<file path="config.mk">
export PLATFORM = sky130hd
export DESIGN_NAME = scroll_controller_flat
export DESIGN_NICKNAME = d
export VERILOG_FILES = /design/src/rtl/scroll_pkg.sv /design/src/rtl/scroll_controller_if.sv /design/src/rtl/scroll_controller_frame_edge_detect.sv /design/src/rtl/scroll_controller.sv /design/src/flat_wrapper.sv
export SDC_FILE = /design/constraint.sdc
export NUM_CORES = 1
export LEC_CHECK = 0
export CAP_MARGIN = 20
export CORE_MARGIN = 5
export CORE_UTILIZATION = 40
export DETAILED_ROUTE_END_ITERATION = 8
export HOLD_SLACK_MARGIN = 0.03
export PLACE_DENSITY = 0.74
export SLEW_MARGIN = 25
export SYNTH_ARGS = -nofsm -noshare
export SYNTH_HDL_FRONTEND = slang
export SYNTH_HIERARCHICAL = 1
export SYNTH_SLANG_ARGS = --single-unit
</file>
<file path="constraint.sdc">
create_clock -name Clk -period 3.3 [get_ports Clk]
set_input_delay 0.33 -clock Clk [delete_from_list [all_inputs] [get_ports Clk]]
set_output_delay 0.33 -clock Clk [all_outputs]
set_load 0.02 [all_outputs]
</file>
<file path="src/rtl/scroll_pkg.sv">
// -----------------------------------------------------------------------------
// scroll_pkg
// Shared types and constants for the camera/scroll stage.
//   scroll_state_t : FOLLOW (player moves), SCROLL (camera absorbs motion),
//                    END (clamped at level end).
//   SCROLL_THRESH  : player X at/after which rightward motion scrolls.
//   MAX_PROCESS    : largest scroll offset; keeps process + DrawX in 10 bits.
//   BACK_THRESH    : player X at/below which leftward motion scrolls back
//                    (only used when SCROLL_BACK_EN is defined).
// -----------------------------------------------------------------------------
package scroll_pkg;
  typedef enum logic [1:0] {
    FOLLOW = 2'd0,
    SCROLL = 2'd1,
    END    = 2'd2
  } scroll_state_t;

  localparam int SCREEN_W = 640;
  localparam int SCROLL_W = 10;
  localparam int STEP_W   = 4;

  localparam logic [SCROLL_W-1:0] SCROLL_THRESH = 10'd320;
  localparam logic [SCROLL_W-1:0] MAX_PROCESS   = 10'd384;
  localparam logic [SCROLL_W-1:0] BACK_THRESH   = 10'd160;
endpackage

</file>
<file path="src/rtl/scroll_controller_if.sv">
// -----------------------------------------------------------------------------
// scroll_controller_if
// Player-side bundle of the scroll stage.
//   ball_x      : player screen X (unsigned)
//   step        : player horizontal speed this frame, 0..15
//   dir         : 0 = right, 1 = left
//   freeze      : pause/death, blocks all updates
//   process     : world scroll offset
//   hold_player : player X must not advance this frame
//   at_end      : scroll clamped at MAX_PROCESS
// master = player/test side, slave = scroll_controller.
// -----------------------------------------------------------------------------
interface scroll_controller_if;
  logic [scroll_pkg::SCROLL_W-1:0] ball_x;
  logic [scroll_pkg::STEP_W-1:0]   step;
  logic                            dir;
  logic                            freeze;
  logic [scroll_pkg::SCROLL_W-1:0] process;
  logic                            hold_player;
  logic                            at_end;

  modport master (output ball_x, step, dir, freeze,
                  input  process, hold_player, at_end);
  modport slave  (input  ball_x, step, dir, freeze,
                  output process, hold_player, at_end);
endinterface

</file>
<file path="src/rtl/scroll_controller_frame_edge_detect.sv">
// -----------------------------------------------------------------------------
// frame_edge_detect
// Turns the vsync-derived frame strobe into a one-Clk-cycle tick on its
// rising edge, so a strobe held high for many cycles counts once.
//   Clk        : system clock
//   Reset      : synchronous, active-high
//   frame_clk  : frame strobe, sampled in the Clk domain
//   frame_tick : frame_clk & ~frame_clk registered
// -----------------------------------------------------------------------------
module frame_edge_detect (
  input  logic Clk,
  input  logic Reset,
  input  logic frame_clk,
  output logic frame_tick
);
  logic r_frame_clk_q;

  always_ff @(posedge Clk) begin
    if (Reset) r_frame_clk_q <= 1'b0;
    else       r_frame_clk_q <= frame_clk;
  end

  assign frame_tick = frame_clk & ~r_frame_clk_q;
endmodule

</file>
<file path="src/rtl/scroll_controller.sv">
// -----------------------------------------------------------------------------
// scroll_controller
// Camera stage: produces the world scroll offset `process` added to DrawX by
// the downstream hit-test blocks. Advances once per frame while the player
// pushes right past SCROLL_THRESH, clamps at MAX_PROCESS (castle on screen).
// Ports:
//   Clk, Reset : clock, synchronous active-high reset
//   frame_clk  : frame strobe (edge-detected internally)
//   sbus       : scroll_controller_if.slave (player inputs, scroll outputs)
// Optional build macro SCROLL_BACK_EN: leftward motion at/below BACK_THRESH
// scrolls the world back (floored at 0) and releases END.
// -----------------------------------------------------------------------------
module scroll_controller
  import scroll_pkg::*;
(
  input  logic                Clk,
  input  logic                Reset,
  input  logic                frame_clk,
  scroll_controller_if.slave  sbus
);
  logic                 w_tick;
  logic                 w_past;
  logic                 w_fwd;
  logic [SCROLL_W:0]    w_sum;
  scroll_state_t        r_state, w_state_nxt;
  logic [SCROLL_W-1:0]  r_process, w_process_nxt;
  logic                 r_at_end;

  frame_edge_detect u_edge (
    .Clk        (Clk),
    .Reset      (Reset),
    .frame_clk  (frame_clk),
    .frame_tick (w_tick)
  );

  assign w_past = (sbus.ball_x >= SCROLL_THRESH);
  assign w_fwd  = ~sbus.dir & (sbus.step != '0) & w_past;
  // 11-bit sum so the clamp compare can never see a wrapped value
  assign w_sum  = {1'b0, r_process} + {{(SCROLL_W+1-STEP_W){1'b0}}, sbus.step};

`ifdef SCROLL_BACK_EN
  logic                 w_back;
  logic                 w_floor;
  assign w_back  = sbus.dir & (sbus.step != '0) & (sbus.ball_x <= BACK_THRESH);
  assign w_floor = ({1'b0, r_process} < {{(SCROLL_W+1-STEP_W){1'b0}}, sbus.step});
`endif

  always_ff @(posedge Clk) begin
    if (Reset) begin
      r_state   <= FOLLOW;
      r_process <= '0;
      r_at_end  <= 1'b0;
    end else begin
      r_state   <= w_state_nxt;
      r_process <= w_process_nxt;
      r_at_end  <= (w_state_nxt == END);
    end
  end

  always_comb begin
    w_state_nxt   = r_state;
    w_process_nxt = r_process;
    if (w_tick && !sbus.freeze) begin
`ifdef SCROLL_BACK_EN
      if (w_back) begin
        w_process_nxt = w_floor ? '0
                      : r_process - {{(SCROLL_W-STEP_W){1'b0}}, sbus.step};
        // leaving the clamp re-arms scrolling; otherwise dir=1 means FOLLOW
        w_state_nxt   = (r_state == END) ? SCROLL : FOLLOW;
      end else
`endif
      case (r_state)
        // FOLLOW and SCROLL react identically: forward push applies the
        // increment in the same tick, anything else drops back to FOLLOW.
        FOLLOW, SCROLL: begin
          if (w_fwd) begin
            if (w_sum >= {1'b0, MAX_PROCESS}) begin
              w_process_nxt = MAX_PROCESS;
              w_state_nxt   = END;
            end else begin
              w_process_nxt = w_sum[SCROLL_W-1:0];
              w_state_nxt   = SCROLL;
            end
          end else begin
            w_state_nxt = FOLLOW;
          end
        end
        END:     w_state_nxt = END;
        default: w_state_nxt = FOLLOW;
      endcase
    end
  end

  assign sbus.process = r_process;
  assign sbus.at_end  = r_at_end;
`ifdef SCROLL_BACK_EN
  assign sbus.hold_player = ~sbus.freeze &
                            (((r_state != END) & ~sbus.dir & w_past) | w_back);
`else
  assign sbus.hold_player = ~sbus.freeze & (r_state != END) & ~sbus.dir & w_past;
`endif
endmodule

</file>
<file path="src/flat_wrapper.sv">
// flat-port wrapper written by rule: the top's interface ports become plain ports
module scroll_controller_flat import scroll_pkg::*;
  (Clk, Reset, frame_clk, sbus_ball_x, sbus_step, sbus_dir, sbus_freeze, sbus_process, sbus_hold_player, sbus_at_end);
  scroll_controller_if sbus_i ();
  input  logic Clk;
  input  logic Reset;
  input  logic frame_clk;
  input wire logic [$bits(sbus_i.ball_x)-1:0] sbus_ball_x;
  input wire logic [$bits(sbus_i.step)-1:0] sbus_step;
  input wire logic [$bits(sbus_i.dir)-1:0] sbus_dir;
  input wire logic [$bits(sbus_i.freeze)-1:0] sbus_freeze;
  output wire logic [$bits(sbus_i.process)-1:0] sbus_process;
  output wire logic [$bits(sbus_i.hold_player)-1:0] sbus_hold_player;
  output wire logic [$bits(sbus_i.at_end)-1:0] sbus_at_end;
  assign sbus_i.ball_x = sbus_ball_x;
  assign sbus_i.step = sbus_step;
  assign sbus_i.dir = sbus_dir;
  assign sbus_i.freeze = sbus_freeze;
  assign sbus_process = sbus_i.process;
  assign sbus_hold_player = sbus_i.hold_player;
  assign sbus_at_end = sbus_i.at_end;
  scroll_controller u_core (.Clk(Clk), .Reset(Reset), .frame_clk(frame_clk), .sbus(sbus_i));
endmodule
</file>
# [After elaboration in Yosys (flattened, before gate mapping)]
# Index checks and enable logic that the tools add are counted.
[op_classes] add_sub_neg=1 multipliers=0 div_mod_pow=0 n_lt_le_gt_ge=2 eq_ne=4 shifts=0 n_mux=5 bitwise=9 n_reduce_logical=6
[ops] op="adder 10 x 4 -> 11 bit" count=1
[ops] op=">= comparator 11 x 9 -> 1 bit (second input constant)" count=1
[ops] op=">= comparator 10 x 9 -> 1 bit (second input constant)" count=1
[ops] op="2-to-1 mux 10 bit" count=1
[ops] op="AND 1 bit" count=6
[ops] op="2-to-1 mux 2 bit" count=3
[ops] op="== test 2 bit (second input constant)" count=2
[ops] op="one-hot mux 2 bit (2 select lines)" count=1
[ops] op="nonzero test 4 bit" count=1
[ops] op="inverter 1 bit" count=3
[ops] op="AND reduction 3 bit" count=1
[ops] op="== test 2 x 1 -> 1 bit (second input constant)" count=1
[ops] op="logical NOT 2 bit" count=1
[ops] op="inequality test 2 bit (second input constant)" count=1
[ops] op="OR reduction 2 bit" count=1
[ops] op="logical AND 1 bit" count=1
[ops] op="logical NOT 1 bit" count=1
[totals] reg_bits=14 latchBits=0 ram_bits=0 mem_bits_ro=0 inputBits=19 out_inout_bits=12 wordCells=31 memories=0

# [Depth between registers and ports, before layout]
# Gate-level depths: netlist (run 1).
[logic_depth] ltp_word=7 depth_mapped=7 depth_no_buf=7

# [Cells and area by module]
# The synthesis (run 1) kept the hierarchy.
[modules_own_cells] mod="scroll_controller" instances=1 cells_per_inst=93 area_per_inst_um2=817.0 seq_area_each_um2=260.2
[modules_own_cells] mod="frame_edge_detect" instances=1 cells_per_inst=3 area_per_inst_um2=47.5 seq_area_each_um2=20.0

# [Least setup slack after synthesis (run 1)]
# No wires, ideal clock.
[synth_path] path_kind="reg2reg" start="register u_core.r_process[0], in the netlist u_core/sbus.process[0]" end="register u_core.r_state[1]" setup_time_ps=117 arrival_time_ps=2078 required_ps=3183 path_slack_ps=1105 path_stages_with_launch=7 path_buffers=0 synth_period_minus_slack_ps=2195 cell_sequence="dfxtp_1 ha_1 fa_1 a211oi_1 o2111ai_1 o2bb2ai_4 a32o_1"
[synth_via] elab_chain_cells=6
[synth_lines] item="start, declared" line="scroll_controller.sv:26" source="logic [SCROLL_W-1:0] r_process, w_process_nxt;"
[synth_lines] item="start signal, assigned" line="scroll_controller.sv:55" source="r_process <= w_process_nxt;"
[synth_lines] item="adder 10 x 4 -> 11 bit" line="scroll_controller.sv:39" source="assign w_sum = {1'b0, r_process} + {{(SCROLL_W+1-STEP_W){1'b0}}, sbus.step};"
[synth_lines] item=">= comparator 11 x 9 -> 1 bit" line="scroll_controller.sv:77" source="if (w_sum >= {1'b0, MAX_PROCESS}) begin"
[synth_lines] item="2-to-1 mux 2 bit" line="scroll_controller.sv:77"
[synth_lines] item="2-to-1 mux 2 bit" line="scroll_controller.sv:76" source="if (w_fwd) begin"
[synth_lines] item="one-hot mux 2 bit (2 select lines)" line="scroll_controller.sv:72" source="case (r_state)"
[synth_lines] item="2-to-1 mux 2 bit" line="scroll_controller.sv:63" source="if (w_tick && !sbus.freeze) begin"
[synth_lines] item="end signal, assigned" line="scroll_controller.sv:54" source="r_state <= w_state_nxt;"
[synth_lines] item="end, declared" line="scroll_controller.sv:25" source="scroll_state_t r_state, w_state_nxt;"
# Every way passes these cells.
# A chain may end at the register's enable or synchronous reset.

# [Final worst setup path (run 1)]
[layout_path] start="input port sbus_step[0]" end="register u_core.r_state[1]"
[layout_via] elab_chain_cells=6 word_cells_on_any_way=9 cone_classes="add/sub (1); order compare (1); mux (4); bitwise (2); reduce/logical (1)"
[layout_lines] item="start, declared" line="flat_wrapper.sv:9" source="input wire logic [$bits(sbus_i.step)-1:0] sbus_step;"
[layout_lines] item="adder 10 x 4 -> 11 bit or nonzero test 4 bit (tied branches)" line="scroll_controller.sv:39, scroll_controller.sv:37"
[layout_lines] item=">= comparator 11 x 9 -> 1 bit or AND 1 bit (tied branches)" line="scroll_controller.sv:77, scroll_controller.sv:37"
[layout_lines] item="2-to-1 mux 2 bit or AND 1 bit (tied branches)" line="scroll_controller.sv:77, scroll_controller.sv:37"
[layout_lines] item="2-to-1 mux 2 bit *" line="scroll_controller.sv:76"
[layout_lines] item="one-hot mux 2 bit (2 select lines) *" line="scroll_controller.sv:72"
[layout_lines] item="2-to-1 mux 2 bit *" line="scroll_controller.sv:63"
# Every way passes the cells marked *; elsewhere a longest branch is shown, timed or not.

==> results of run 1 <==
cell type report:
| class | count | area (µm²) |
|---|---|---|
| Clock buffer | 4 | 36.3 |
| Timing Repair Buffer | 24 | 240 |
| Sequential cell | 14 | 280 |
| Tap cell | 27 | 33.8 |
| Inverter | 5 | 18.8 |
| Fill cell | 194 | 832 |
| Multi-Input combinational cell | 76 | 561 |
synthesized netlist by cell type, types with 2 or more instances:
library cell               count
sky130_fd_sc_hd__o31ai_1       2
sky130_fd_sc_hd__nor2b_4       2
sky130_fd_sc_hd__dfxtp_1      14
sky130_fd_sc_hd__inv_1         5
sky130_fd_sc_hd__o21ai_0       3
sky130_fd_sc_hd__nor2_1        3
sky130_fd_sc_hd__ha_1          4
sky130_fd_sc_hd__a31oi_1       3
sky130_fd_sc_hd__o21ai_1       5
sky130_fd_sc_hd__xor2_1        2
sky130_fd_sc_hd__a21oi_1       5
sky130_fd_sc_hd__nand3_1       3
sky130_fd_sc_hd__a211oi_1      4
sky130_fd_sc_hd__xnor2_1       2
sky130_fd_sc_hd__nand2_1      11
sky130_fd_sc_hd__and2_1        3
sky130_fd_sc_hd__nor2b_1       3
logic make-up after synthesis:
kind of cell | share of synthesized area [%]
flops | 32.4
buf+inv | 2.75
compound gates | 27.9
simple gates | 22.9
xor+xnor | 5.93
fa+ha+maj | 8.10
worst max-delay path, delay by kind of cell:
family | cells | cell delay [ns]
AO/OA/AOI/OAI | 4 | 1.23
adder cells (fa/ha/maj) | 2 | 0.68
buffers and inverters | 1 | 0.42
power by group through the flow:
stage | combinational, mW | clock, mW | sequential [mW]
after floorplan | 0.0249 | 0 | 0.182
after global placement | 0.0548 | 0 | 0.179
after detailed placement | 0.0559 | 0 | 0.180
after CTS | 0.0564 | 0.128 | 0.176
after global routing | 0.0610 | 0.136 | 0.176
final | 0.0562 | 0.124 | 0.176
worst paths after layout:
path / endpoint / slack [ns] / cells after the start
worst max-delay path: u_core/r_state[1] / 0.79 / 7
worst min-delay path: u_core/sbus.process[2] / 0.48 / 2
worst max register to register: u_core/r_state[1] / 0.97 / 6
worst min register to register: u_core/sbus.process[2] / 0.48 / 2
per-layer routing:
metal  vias up  GRT usage, %  wire, µm
li1        413             -         -
met5         -             0         0
met3         2          3.44       103
met4         0          4.07        22
met2        27          22.9       964
met1       370          17.6       964
state kept, by name, summed over array words and instances (netlist names):
signal and flops:
u_core/sbus.process 10, u_core/r_state 2, u_core/sbus.at_end 1, u_core/u_edge/r_frame_clk_q 1
==> summary.log, run 1 <==
[synth] post-synthesis cell type count 39
[clock_tree] number of buffers created by CTS 3
[routing] post-detailed-route via-to-cell ratio 5.41
[worst_hold_path] Worst Hold Class reg2reg
[sta] Max Fclk 398 MHz
[final_layout] layout-stage area growth over the synthesis result 35.3%
[sta] Max Transition Viols Final 0
[sta] fin crit share 76.1%
[routing] number of DRC markers after the initial detailed-route iteration 15
[setup_path] crit path capture type flip-flop
[final_layout] number of diodes 0
[synth] Gate Count Post-Synth 96
[floorplan] effective utilization at floorplan 43.2%
[setup_path] slowest cell on the critical path sky130_fd_sc_hd__a211oi_1
[final_layout] total non-filler cell area in the finished layout 1170 µm²
[status] outcome complete, no violations
[clock_tree] hold buffers post-CTS 0
[clock_tree] post-CTS setup buffers 0
[sta] setup repair after global routing missed its margin no
[power_and_ir_drop] switching portion of total power 24.1%
[clock_tree] buffer type at the clock tree root sky130_fd_sc_hd__clkbuf_4
[routing] Avg WL per Cell 13.7 µm
[floorplan] chip height 56.5 µm
[final_layout] commonest cells after routing, fill and taps aside 24 x sky130_fd_sc_hd__clkdlybuf4s50_1, 14 x sky130_fd_sc_hd__dfxtp_1, 11 x sky130_fd_sc_hd__nand2_1
[clock_tree] Max H-tree Level 1
[synth] most common flop cell mapped by yosys sky130_fd_sc_hd__dfxtp_1
[global_route] pin count of the biggest net entering global routing 15
[job] number of maximum-capacitance violations 0
[routing] drt first pass iters 4
[sta] worst hold slack 0.478 ns
[clock_tree] clock slew seen by the registers of the worst setup and hold paths 0.08 ns
[power_and_ir_drop] clock share of power 34.8%
[synth] warnings from Yosys 6
[setup_path] Setup Crit Path Kind in2reg
[routing] drt total wl 2060 µm
[power_and_ir_drop] sequential fraction of design power 49.4%
[synth] post-synthesis instance area 865 µm²
[sta] clock skew 0.00712 ns
[floorplan] top-level I/O count 31
[power_and_ir_drop] combinational fraction of design power 15.8%
[clock_tree] clock network latency to the later pin of the worst-skew pair 0.28 ns
[synth] cell type contributing the most total cell area after synthesis sky130_fd_sc_hd__dfxtp_1
[setup_path] cell-by-cell trace of the critical path clkdlybuf4s50_1, ha_1, fa_1, a211oi_1, o2111ai_1, o2bb2ai_4, a32o_1
[setup_path] critical register-to-register path startpoint u_core/sbus.process[0]
[final_layout] final core occ 58.4%
[power_and_ir_drop] maximum vdd ir drop 188 µV
[clock_tree] clock net sink count 14
[final_layout] share of final-layout standard cells stronger than drive strength 1 9.76%
[floorplan] Rows 16
[final_layout] count of placed standard cells in the final layout, fillers left out 150
[global_route] GRT Util Overall 13.9%
[placed_design] estimated wirelength of the detail-placed design 1600 µm
[synth] asr flop ratio synth 0%
[power_and_ir_drop] cell internal pwr 0.270 mW
[placed_design] worst slack, placed 0.513 ns
[clock_tree] CTS tree yes
[power_and_ir_drop] Total Power Consumption 0.356 mW
[floorplan] Floorplan Core Area 2000 µm²
[floorplan] die extent in x 56.5 µm
[routing] drc violations 0
[global_route] global route overflow 0
[power_and_ir_drop] static leakage 0.406 nW
[setup_path] Crit Path Max Fanout 9
[synth] Synth Net Count 120
[setup_path] Critical path origin sbus_step[0]
[sta] number of failing hold endpoints at the final stage 0
[synth] largest cells by area after synthesis sky130_fd_sc_hd__dfxtp_1 32%, sky130_fd_sc_hd__ha_1 5.8%, sky130_fd_sc_hd__nand2_1 4.8%
[final_layout] NumNets Final 148
[sta] aggregate negative setup slack 0 ns
[synth] part of the Yosys area used for sequential elements 32.4%
[placed_design] post-detailed-placement cell area 1130 µm²
[sta] post-layout worst setup margin 0.789 ns
[worst_hold_path] source of the worst hold timing path u_core/sbus.process[2]
[synth] number of synthesized flops with an enable pin 0
[placed_design] buffers added on ports 24
[power_and_ir_drop] PD cells 304 nW/µm²
[clock_tree] post_cts resized 0
[global_route] antenna violations before repair 0
[synth] area share of the leading cell type in the synthesized netlist 32.4%
[placed_design] number of placed cells counting well taps 146
[sta] Setup violations, final 0
[synth] flip-flop and latch count after synthesis 14
[setup_path] delay of the slowest critical-path stage 0.45 ns
[routing] number of routed nets with antenna violations 0
[synth] Synth Area per Inst 9.01 µm²
[setup_path] required time of the worst setup path 3.47 ns
[clock_tree] buffer levels on the longest clock path 2
[sta] slew at the pin closest to its max-slew limit 0.464 ns
[setup_path] Arr. time, crit path 2.68 ns
[sta] clock period minus worst slack 2.51 ns
[floorplan] area of the die 3190 µm²
[placed_design] GP Congestion 0.758
[power_and_ir_drop] switching power summed over all nets 0.0858 mW
[final_layout] most common cell after layout, fill and taps aside sky130_fd_sc_hd__clkdlybuf4s50_1
[sta] Slew Limit Headroom 69.1%
[routing] number of vias in the routed layout 812
[setup_path] crit path launch type input port
[global_route] via count of the first global-routing pass 797
[global_route] global-route wire length before repair 3620 µm
Power figures use the tool's default switching activity.
==> run 2: changes to the inputs <==
CORE_UTILIZATION = 39   (was 40)
PLACE_DENSITY = 0.75   (was 0.74)
clock period = 2.1 ns   (was 3.3 ns; I/O delays follow)
==> summary.log, run 2 (synthesis gave the netlist of run 1 again) <==
[status] outcome complete, no violations [unchanged]
[setup_path] required time of the worst setup path 2.27 ns [was 3.47 ns]
[power_and_ir_drop] Total Power Consumption 0.543 mW [was 0.356 mW]
[routing] number of DRC markers after the initial detailed-route iteration 30 [was 15]
[placed_design] estimated wirelength of the detail-placed design 1820 µm [was 1600 µm]
[routing] drt first pass iters 4 [unchanged]
[setup_path] logic depth of the worst register-to-register path 7 [was 6]
[sta] post-layout worst setup margin 0.0640 ns [was 0.789 ns]
[placed_design] post-detailed-placement cell area 1240 µm² [was 1130 µm²]
[floorplan] top-level I/O count 31 [unchanged]
[clock_tree] number of buffers created by CTS 3 [unchanged]
[final_layout] Multi-input gate area 658 µm² [was 561 µm²]
[routing] number of routed nets with antenna violations 0 [unchanged]
[clock_tree] Max H-tree Level 1 [unchanged]
[power_and_ir_drop] static leakage 0.479 nW [was 0.406 nW]
[global_route] via count of the first global-routing pass 868 [was 797]
[power_and_ir_drop] maximum vdd ir drop 263 µV [was 188 µV]
[sta] Max Fclk 491 MHz
[sta] setup repair after global routing missed its margin yes [was no]
[clock_tree] buffer levels on the longest clock path 2 [unchanged]
[floorplan] area of the die 3260 µm² [was 3190 µm²]
[clock_tree] buffer type at the clock tree root sky130_fd_sc_hd__clkbuf_4 [unchanged]
[setup_path] Arr. time, crit path 2.21 ns [was 2.68 ns]
[clock_tree] CTS tree yes [unchanged]
[sta] clock period minus worst slack 2.04 ns
[final_layout] number of flip-flops in the largest register 10 [unchanged]
[sta] slew at the pin closest to its max-slew limit 0.357 ns [was 0.464 ns]
[final_layout] NumNets Final 163 [was 148]
[floorplan] effective utilization at floorplan 39.9% [was 43.2%]
[routing] number of vias in the routed layout 893 [was 812]
[sta] clock skew 0.00994 ns [was 0.00712 ns]
[global_route] GRT Util Overall 16.0% [was 13.9%]
[final_layout] total non-filler cell area in the finished layout 1360 µm² [was 1170 µm²]
[routing] Avg WL per Cell 15.2 µm [was 13.7 µm]
[clock_tree] clock net sink count 14 [unchanged]
[routing] drt total wl 2520 µm [was 2060 µm]
[routing] post-detailed-route via-to-cell ratio 5.41 [about the same]
[final_layout] layout-stage area growth over the synthesis result 57.3% [was 35.3%]
[sta] number of failing hold endpoints at the final stage 0 [unchanged]
[final_layout] FILL cells 195 [was 194]
[sta] worst hold slack 0.484 ns [was 0.478 ns]
[routing] drc violations 0 [unchanged]
[setup_path] Crit Path Max Fanout 5 [was 9]
[placed_design] GP Congestion 0.822 [was 0.758]
[global_route] global-route wire length before repair 4090 µm [was 3620 µm]
[setup_path] crit path capture type flip-flop [unchanged]
[global_route] Most Used Layer, Global Route met2 [unchanged]
[final_layout] number of diodes 0 [unchanged]
[floorplan] die extent in x 57.1 µm [was 56.5 µm]
[sta] Max Transition Viols Final 0 [unchanged]
[worst_hold_path] hold-critical path depth 2 [unchanged]
[setup_path] Setup Crit Path Kind reg2reg [was in2reg]
[placed_design] worst slack, placed -0.391 ns [was 0.513 ns]
[placed_design] buffers added on ports 24 [unchanged]
[floorplan] chip height 57.1 µm [was 56.5 µm]
[worst_hold_path] Worst Hold Class reg2reg [unchanged]
[final_layout] commonest cells after routing, fill and taps aside 23 x sky130_fd_sc_hd__clkdlybuf4s50_1, 14 x sky130_fd_sc_hd__buf_4, 13 x sky130_fd_sc_hd__dfxtp_1 [was 24 x sky130_fd_sc_hd__clkdlybuf4s50_1, 14 x sky130_fd_sc_hd__dfxtp_1, 11 x sky130_fd_sc_hd__nand2_1]
[sta] fin crit share 97.0%
[global_route] antenna violations before repair 0 [unchanged]
[floorplan] Floorplan Core Area 2170 µm² [was 2000 µm²]
[power_and_ir_drop] PD cells 399 nW/µm² [was 304 nW/µm²]
[sta] Setup violations, final 0 [unchanged]
[global_route] global route overflow 0 [unchanged]
[global_route] GR met2 Demand/Resource 25.6% [was 22.9%]
[clock_tree] clock slew seen by the registers of the worst setup and hold paths 0.09 ns [was 0.08 ns]
[global_route] met1 routing resource usage after global routing 20.4% [was 17.6%]
[final_layout] area used by sequential logic in the layout 282 µm² [was 280 µm²]
[setup_path] crit path launch type flip-flop [was input port]
[job] number of maximum-capacitance violations 0 [unchanged]
[final_layout] share of final-layout standard cells stronger than drive strength 1 27.0% [was 9.76%]
[global_route] fraction of met3 tracks used by global routing 4.52% [was 3.44%]
[sta] Slew Limit Headroom 76.2% [was 69.1%]
[global_route] pin count of the biggest net entering global routing 10 [was 15]
[clock_tree] clock network latency to the later pin of the worst-skew pair 0.28 ns [about the same]
[floorplan] Rows 17 [was 16]
[final_layout] most common cell after layout, fill and taps aside sky130_fd_sc_hd__clkdlybuf4s50_1 [unchanged]
==> run 2: repair_timing <==
action | CTS | global route
pin swaps | 3 | 2
gates cloned | 1 | 0
hold buffers | 0 | 0
gates resized for setup | 6 | 8
setup buffers | 0 | 1
setup endpoints to repair | 9 | 12
==> run 2: through the flow <==
step / setup TNS (ns) / util [%] / cells
final: 0 / 62.7 / 165
after global routing: -0.0822 / 62.7 / 165
after CTS: 0 / 59.8 / 164
after detailed placement: -3.81 / 57.0 / 160
after global placement: -3.03 / 57.0 / 160
after floorplan: 0 / - / 96
==> run 2: final cells by class <==
| class | instances | area share (%) |
|---|---|---|
| Tap cell | 28 | 2.58 |
| Clock buffer | 3 | 1.66 |
| Sequential cell | 14 | 20.7 |
| Inverter | 5 | 1.38 |
| Multi-Input combinational cell | 77 | 48.4 |
| Timing Repair Buffer | 38 | 25.3 |
==> run 2: path summary, 6_finish.rpt <==
kind	from	to	slack (ns)
max	u_core/sbus.process[0]	u_core/r_state[1]	0.06
min	u_core/sbus.process[3]	u_core/sbus.process[3]	0.48
max reg2reg	u_core/sbus.process[0]	u_core/r_state[1]	0.06
min reg2reg	u_core/sbus.process[3]	u_core/sbus.process[3]	0.48
==> run 2: routing by layer <==
| metal | share of wire (%) | vias to the layer above |
|---|---|---|
| met5 | 0 | - |
| li1 | - | 445 |
| met4 | 0.83 | 0 |
| met3 | 7.2 | 2 |
| met2 | 47 | 32 |
| met1 | 45 | 414 |
==> run 2: power breakdown <==
group	internal, mW	switching [mW]
registers	0.271	0.00582
clock network	0.0665	0.0909
logic	0.0608	0.0482
==> run 2: critical path, cell delays in order, from the launching register on <==
cell,delay [ns]
sky130_fd_sc_hd__dfxtp_2,0.34
sky130_fd_sc_hd__ha_4,0.16
sky130_fd_sc_hd__fa_2,0.36
sky130_fd_sc_hd__a211oi_4,0.29
sky130_fd_sc_hd__nor3b_2,0.10
sky130_fd_sc_hd__xnor2_2,0.30
sky130_fd_sc_hd__o2bb2ai_4,0.14
sky130_fd_sc_hd__a32o_1,0.22
